## src/rtl/wb_pkg.sv

```systemverilog
// Shared types and constants for the integer register writeback stage.
// Load funct3 codes, register-file geometry and the queued-write entry.
package wb_pkg;

    localparam int XLEN      = 32;
    localparam int REG_IDX_W = 5;

    localparam logic [2:0] F3_LB  = 3'b000;
    localparam logic [2:0] F3_LH  = 3'b001;
    localparam logic [2:0] F3_LW  = 3'b010;
    localparam logic [2:0] F3_LBU = 3'b100;
    localparam logic [2:0] F3_LHU = 3'b101;

    typedef struct packed {
        logic [REG_IDX_W-1:0] rd;
        logic [XLEN-1:0]      data;
    } wb_entry_t;

    // Unknown funct3 codes fall back to a full-word write.
    function automatic logic [XLEN-1:0] extract_load(
        input logic [2:0]      f3,
        input logic [1:0]      off,
        input logic [XLEN-1:0] word
    );
        logic [7:0]      b;
        logic [15:0]     h;
        logic [XLEN-1:0] res;
        b = word[{off, 3'b000} +: 8];
        h = off[1] ? word[31:16] : word[15:0];
        case (f3)
            F3_LB:   res = {{24{b[7]}}, b};
            F3_LH:   res = {{16{h[15]}}, h};
            F3_LBU:  res = {24'd0, b};
            F3_LHU:  res = {16'd0, h};
            default: res = word;
        endcase
        return res;
    endfunction

endpackage

```

## src/rtl/wb_alu_fifo.sv

```systemverilog
// In-order FIFO of ALU results awaiting a free register-file write slot.
// Exposes its occupancy and a one-hot OR of the destination registers it holds.
module wb_alu_fifo
    import wb_pkg::*;
#(
    parameter int DEPTH = 2
) (
    input  logic                      clk,
    input  logic                      rst_n,
    input  logic                      push_i,
    input  wb_entry_t                 push_dat_i,
    input  logic                      pop_i,
    output wb_entry_t                 head_o,
    output logic [$clog2(DEPTH):0]    count_o,
    output logic [XLEN-1:0]           rd_mask_o
);
    localparam int AW = $clog2(DEPTH);
    localparam int CW = AW + 1;

    wb_entry_t       mem_q [DEPTH];
    logic [AW-1:0]   wr_ptr_q, rd_ptr_q;
    logic [CW-1:0]   count_q, count_d;
    logic [AW-1:0]   scan_idx;

    // Power-of-two depth lets the pointers wrap by natural overflow.
    assign count_d = count_q + {{(CW-1){1'b0}}, push_i} - {{(CW-1){1'b0}}, pop_i};

    always_ff @(posedge clk or negedge rst_n) begin
        if (!rst_n) begin
            wr_ptr_q <= '0;
            rd_ptr_q <= '0;
            count_q  <= '0;
        end else begin
            if (push_i) wr_ptr_q <= wr_ptr_q + 1'b1;
            if (pop_i)  rd_ptr_q <= rd_ptr_q + 1'b1;
            count_q <= count_d;
        end
    end

    always_ff @(posedge clk) begin
        if (push_i) mem_q[wr_ptr_q] <= push_dat_i;
    end

    always_comb begin
        rd_mask_o = '0;
        scan_idx  = '0;
        for (int i = 0; i < DEPTH; i++) begin
            scan_idx = rd_ptr_q + AW'(i);
            if (CW'(i) < count_q) rd_mask_o[mem_q[scan_idx].rd] = 1'b1;
        end
    end

    assign head_o  = mem_q[rd_ptr_q];
    assign count_o = count_q;

endmodule

```

## src/rtl/reg_writeback.sv

```systemverilog
// Sole writer of the register file: loads win, then queued ALU results, then ALU bypass.
// One-cycle registered write; ALU path stalls only on a full FIFO, loads never stall.
module reg_writeback
    import wb_pkg::*;
#(
    parameter int FIFO_DEPTH = 2
) (
    input  logic                 clk,
    input  logic                 rst_n,
    input  logic                 alu_valid,
    output logic                 alu_ready,
    input  logic [REG_IDX_W-1:0] alu_rd,
    input  logic [XLEN-1:0]      alu_data,
    input  logic                 ld_valid,
    input  logic [REG_IDX_W-1:0] ld_rd,
    input  logic [2:0]           ld_funct3,
    input  logic [1:0]           ld_off,
    input  logic [XLEN-1:0]      ld_rdata,
    output logic                 w_en,
    output logic [REG_IDX_W-1:0] rd,
    output logic [XLEN-1:0]      rdv,
    output logic [XLEN-1:0]      pending
);
    localparam int CW = $clog2(FIFO_DEPTH) + 1;

    logic [CW-1:0]   fifo_count;
    wb_entry_t       fifo_head, fifo_in, out_d;
    logic            push, pop, bypass, ld_take, alu_take, fifo_empty;
    logic [XLEN-1:0] fifo_mask, stage_mask;
    logic            w_en_q, w_en_d;
    wb_entry_t       out_q;

    // Ready looks only at registered occupancy, so a full FIFO refuses even while popping.
    assign alu_ready  = fifo_count < CW'(FIFO_DEPTH);
    assign ld_take    = ld_valid && (ld_rd != '0);
    assign alu_take   = alu_valid && alu_ready && (alu_rd != '0);
    assign fifo_empty = (fifo_count == '0);
    assign fifo_in    = '{rd: alu_rd, data: alu_data};

    always_comb begin
        w_en_d = 1'b0;
        out_d  = '0;
        pop    = 1'b0;
        bypass = 1'b0;
        if (ld_take) begin
            w_en_d = 1'b1;
            out_d  = '{rd: ld_rd, data: extract_load(ld_funct3, ld_off, ld_rdata)};
        end else if (!fifo_empty) begin
            w_en_d = 1'b1;
            out_d  = fifo_head;
            pop    = 1'b1;
        end else if (alu_take) begin
            w_en_d = 1'b1;
            out_d  = fifo_in;
            bypass = 1'b1;
        end
    end

    assign push = alu_take && !bypass;

    wb_alu_fifo #(.DEPTH(FIFO_DEPTH)) u_fifo (
        .clk        (clk),
        .rst_n      (rst_n),
        .push_i     (push),
        .push_dat_i (fifo_in),
        .pop_i      (pop),
        .head_o     (fifo_head),
        .count_o    (fifo_count),
        .rd_mask_o  (fifo_mask)
    );

    always_ff @(posedge clk or negedge rst_n) begin
        if (!rst_n) begin
            w_en_q <= 1'b0;
            out_q  <= '0;
        end else begin
            w_en_q <= w_en_d;
            out_q  <= out_d;
        end
    end

    assign w_en       = w_en_q;
    assign rd         = out_q.rd;
    assign rdv        = out_q.data;
    assign stage_mask = w_en_q ? (XLEN'(1) << out_q.rd) : '0;
    assign pending    = (fifo_mask | stage_mask) & ~XLEN'(1);

endmodule

```

## config.mk

```make
export PLATFORM = sky130hd
export DESIGN_NAME = reg_writeback
export DESIGN_NICKNAME = d
export VERILOG_FILES = /design/src/rtl/wb_pkg.sv /design/src/rtl/wb_alu_fifo.sv /design/src/rtl/reg_writeback.sv
export SDC_FILE = /design/constraint.sdc
export NUM_CORES = 1
export LEC_CHECK = 0
export CORE_UTILIZATION = 35
export DETAILED_ROUTE_END_ITERATION = 16
export GPL_TIMING_DRIVEN = 0
export PLACE_DENSITY = 0.7
export SKIP_CTS_REPAIR_TIMING = 1
export SKIP_LAST_GASP = 1
export SYNTH_ARGS = -nofsm -noshare
export SYNTH_HDL_FRONTEND = slang
export SYNTH_SLANG_ARGS = --single-unit
```

## constraint.sdc

```tcl
create_clock -name clk -period 5.3 [get_ports clk]
set_input_delay 1.325 -clock clk [delete_from_list [all_inputs] [get_ports clk]]
set_output_delay 1.325 -clock clk [all_outputs]
set_load 0.01 [all_outputs]
```

==> run summary <==
## Logic synthesis
• **cell area after synthesis** 6190 µm²
• **largest family of logic cells by synthesized area** compound AO/OA/AOI/OAI gates
• **syn_area_per_cell** 10.8 µm²
• **multiplexer area fraction after synthesis** 7.91%
• **complex-gate fraction of the synthesized area** 18.1%
• **Yosys top cell by area** edfxtp_1
• **total number of yosys warnings** 0
• **top-area cell type share of the netlist area** 35.9%
• **Post-Synth Adder-Cell Area** 0.202%
• **most frequently used flop master after synthesis** edfxtp_1
• **ys async rst share** 36.2%
• **number of library cell types mapped by synthesis** 54
• **simple-gate share of the synthesized area** 17.0%
• **portion of the post-synthesis area used by sequential elements** 52.9%
• **Synth Register Bits** 116
• **Cells after Synth** 574
• **number of enable flip-flop cells after synthesis** 74
• **most repeated cell in the gate-level netlist after synthesis** nand2_1
• **syn nets** 658
• **leading post-synthesis cells by instance count** nand2_1, edfxtp_1, dfrtp_1, a22oi_1, mux2_2
• **post-synthesis xor/xnor area fraction** 0.566%
• **dominant cells by area after synthesis** edfxtp_1, dfrtp_1, nand2_1

## Placed design
• **# port buffers** 152
• **post-detailed-placement half-perimeter wirelength** 13600 µm
• **Post-Place Cells** 954
• **Post-Place Worst Slack** 1.19 ns
• **final weighted congestion in routability-driven placement** 0.914

## Power
• **share of total power in combinational logic** 38.9%
• **sequential share of power** 31.3%
• **largest vdd supply drop** 0.217 mV
• **net switching fraction of the power** 33.6%
• **Leak** 3.26 nW
• **share of power burned in the clock network** 29.8%
• **power density normalized to cell area** 452 nW/µm²
• **cell-internal power** 2.61 mW
• **switching pwr** 1.32 mW

## Global route
• **global route total overflow** 0
• **maximum number of pins on one net before global-route repair** 23
• **wire length of the first global-routing pass** 29100 µm
• **number of antenna violations at the first check in global routing** 0
• **Total Routing Usage GR** 21.4%
• **vias in the first global route** 5272

## STA
• **Max Fclk** 230 MHz
• **Fin Clk Skew** 0.00928 ns
• **total count of hold-check failures in the final report** 0
• **relative slew slack** 30.6%
• **setup repair after global routing missed its margin** false
• **time the worst path needs with I/O delays and setup** 4.34 ns
• **Slew Limit Fails** 0
• **final total negative setup slack** 0 ns
• **final setup violation count** 0
• **Final WS setup** 0.960 ns
• **worst-margin pin slew** 1.03 ns
• **fraction of the cycle the final worst path needs** 81.9%

## Die
• **Initial Utilization** 35.8%
• **Core Rows** 48
• **floorplan core area** 17300 µm²
• **Die Footprint** 18200 µm²
• **die height** 135 µm
• **width of the chip** 135 µm
• **number of top-level pins** 154

## Layout
• **Final Instance Count excl. Fillers** 986
• **storage element area** 3270 µm²
• **area occupied by multi-input gates** 2720 µm²
• **Net count, final** 832
• **final standard cell utilization of the core** 50.2%
• **number of inserted filler cells in the final layout** 1550
• **Syn-to-layout area delta** 40.3%
• **Diodes inserted** 0
• **fraction of layout instances using a drive strength above 1** 15.0%

## Worst hold path
• **hold path startpoint** u_fifo.wr_ptr_q$_DFFE_PN0P_
• **Worst Hold Class** reg2reg

## Setup path
• **longest individual stage delay on the worst path** 0.63 ns
• **critical path fanouts, max** 10
• **most used cell, CP** buf_2
• **required time of the worst setup path** 3.97 ns
• **arrival time at the worst endpoint** 3.02 ns
• **Reg2Reg Launch Point** u_fifo.count_o[0]$_DFF_PN0_
• **launching instance or port of the critical path** u_fifo.rd_ptr_q$_DFFE_PN0P_
• **capturing element type of the critical path** output port
• **cells along the critical path** buf_2 > buf_2 > buf_2 > nand3b_1 > a21oi_1 > a22oi_1 > nand2_1 > clkdlybuf4s50_1
• **highest-delay cell along the critical path** a21oi_1
• **type of element launching the critical path** flop
• **Critical Setup Path Class** reg2out

## CTS
• **buffers from clock root to sink, at most** 2
• **clock tree from TritonCTS** yes
• **number of levels the H-tree was split into** 4
• **number of clock sinks** 116
• **number of buffers created by CTS** 17
• **cell at the root of the clock tree** clkbuf_16
• **CTS clk-pin slew, worst paths** 0.05 ns
• **Skew-Pair Late Insertion Delay** 0.42 ns

## Drt
• **Via Count** 5442
• **post-route ant nets** 0
• **Initial DRT Pass Iterations** 5
• **Starting DRT DRC Count** 503
• **routed wirelength normalized by instance count** 19.2 µm
• **final routed wirelength across all metal layers** 18900 µm
• **average vias per placed instance** 5.52
• **count of unresolved DRC violations after routing** 0

## Status
• **run status** completed

## Flow run
• **Max Cap Viol** 0

cells in the final DEF (no fill, tap or decap), types with 13 or more instances in the layout:
cell type          n
clkdlybuf4s50_1  151
nand2_1          131
edfxtp_1          74
dfrtp_1           42
a22oi_1           39
mux2_2            31
nor2_1            23
a21oi_1           20
nor3_1            18
clkbuf_16         17
clkbuf_1          15
mux2i_1           14
a32oi_1           14
a21o_1            14
buf_2             13
nor2b_1           13
power groups by stage:
| stage | combinational [mW] | sequential (mW) | clock, mW |
|---|---|---|---|
| floorplan | 0.830 | 1.27 | 0 |
| global placement | 1.47 | 1.25 | 0 |
| detailed placement | 1.51 | 1.24 | 0 |
| CTS | 1.52 | 1.23 | 1.17 |
| global route | 1.65 | 1.25 | 1.22 |
| finish | 1.53 | 1.23 | 1.17 |
worst max-delay path, delay by kind of cell, from the launching register on:
kind,cells,cell delay [ns]
simple gates,2,0.24
buf+inv,4,1.20
flops,1,0.32
compound gates,2,0.83
flip-flops by register name, summed over array words and instances, names as in the netlist:
register and flops:
rd 5, rdv 32, u_fifo.count_o 2, u_fifo.mem_q 74, u_fifo.rd_ptr_q 1, u_fifo.wr_ptr_q 1, w_en 1
final timing paths:
kind,end,depth (start not counted),slack (ns)
setup / recovery,pending[22],8,0.96
hold / removal,u_fifo.wr_ptr_q$_DFFE_PN0P_,1,0.54
setup reg to reg,u_fifo.mem_q[0][30]$_DFFE_PP_,4,2.91
hold reg to reg,u_fifo.wr_ptr_q$_DFFE_PN0P_,1,0.54
max in group asynchronous,rdv[29]$_DFF_PN0_,2,3.88
min in group asynchronous,rd[1]$_DFF_PN0_,1,0.89
cells by family after synthesis:
kind of cell    Yosys count
other cells               1
mux                      45
fa+ha+maj                 1
buf+inv                  39
simple gates            228
xor+xnor                  4
flops                   116
compound gates          140
stage by stage:
stage | instance area, µm² | power (mW) | hold slack [ns]
3_5_place_dp | 8070 | 2.75 | 0.533
2_1_floorplan | 6190 | 2.10 | 0.455
5_1_grt | 8680 | 4.11 | 0.584
4_1_cts | 8680 | 3.93 | 0.543
3_3_place_gp | 7990 | 2.72 | 0.469
6_report | 8680 | 3.93 | 0.543
routing by layer:
layer	global-route usage [%]	wire, µm	vias to the layer above
li1	-	-	2509
met1	28.7	8160	2616
met2	33.6	8980	275
met3	4.20	1330	42
met4	9.24	461	0
met5	0	0	-
cell type report:
| class | count | area share [%] |
|---|---|---|
| flip-flops and latches | 116 | 37.7 |
| multi-input cells | 419 | 31.3 |
| repair buffers | 155 | 18.3 |
| clock buffers | 20 | 5.26 |
| well taps | 225 | 3.24 |
| plain buffers | 36 | 2.20 |
| clock inverters | 12 | 1.79 |
| inverters | 3 | 0.130 |
Power figures use the tool's default switching activity.
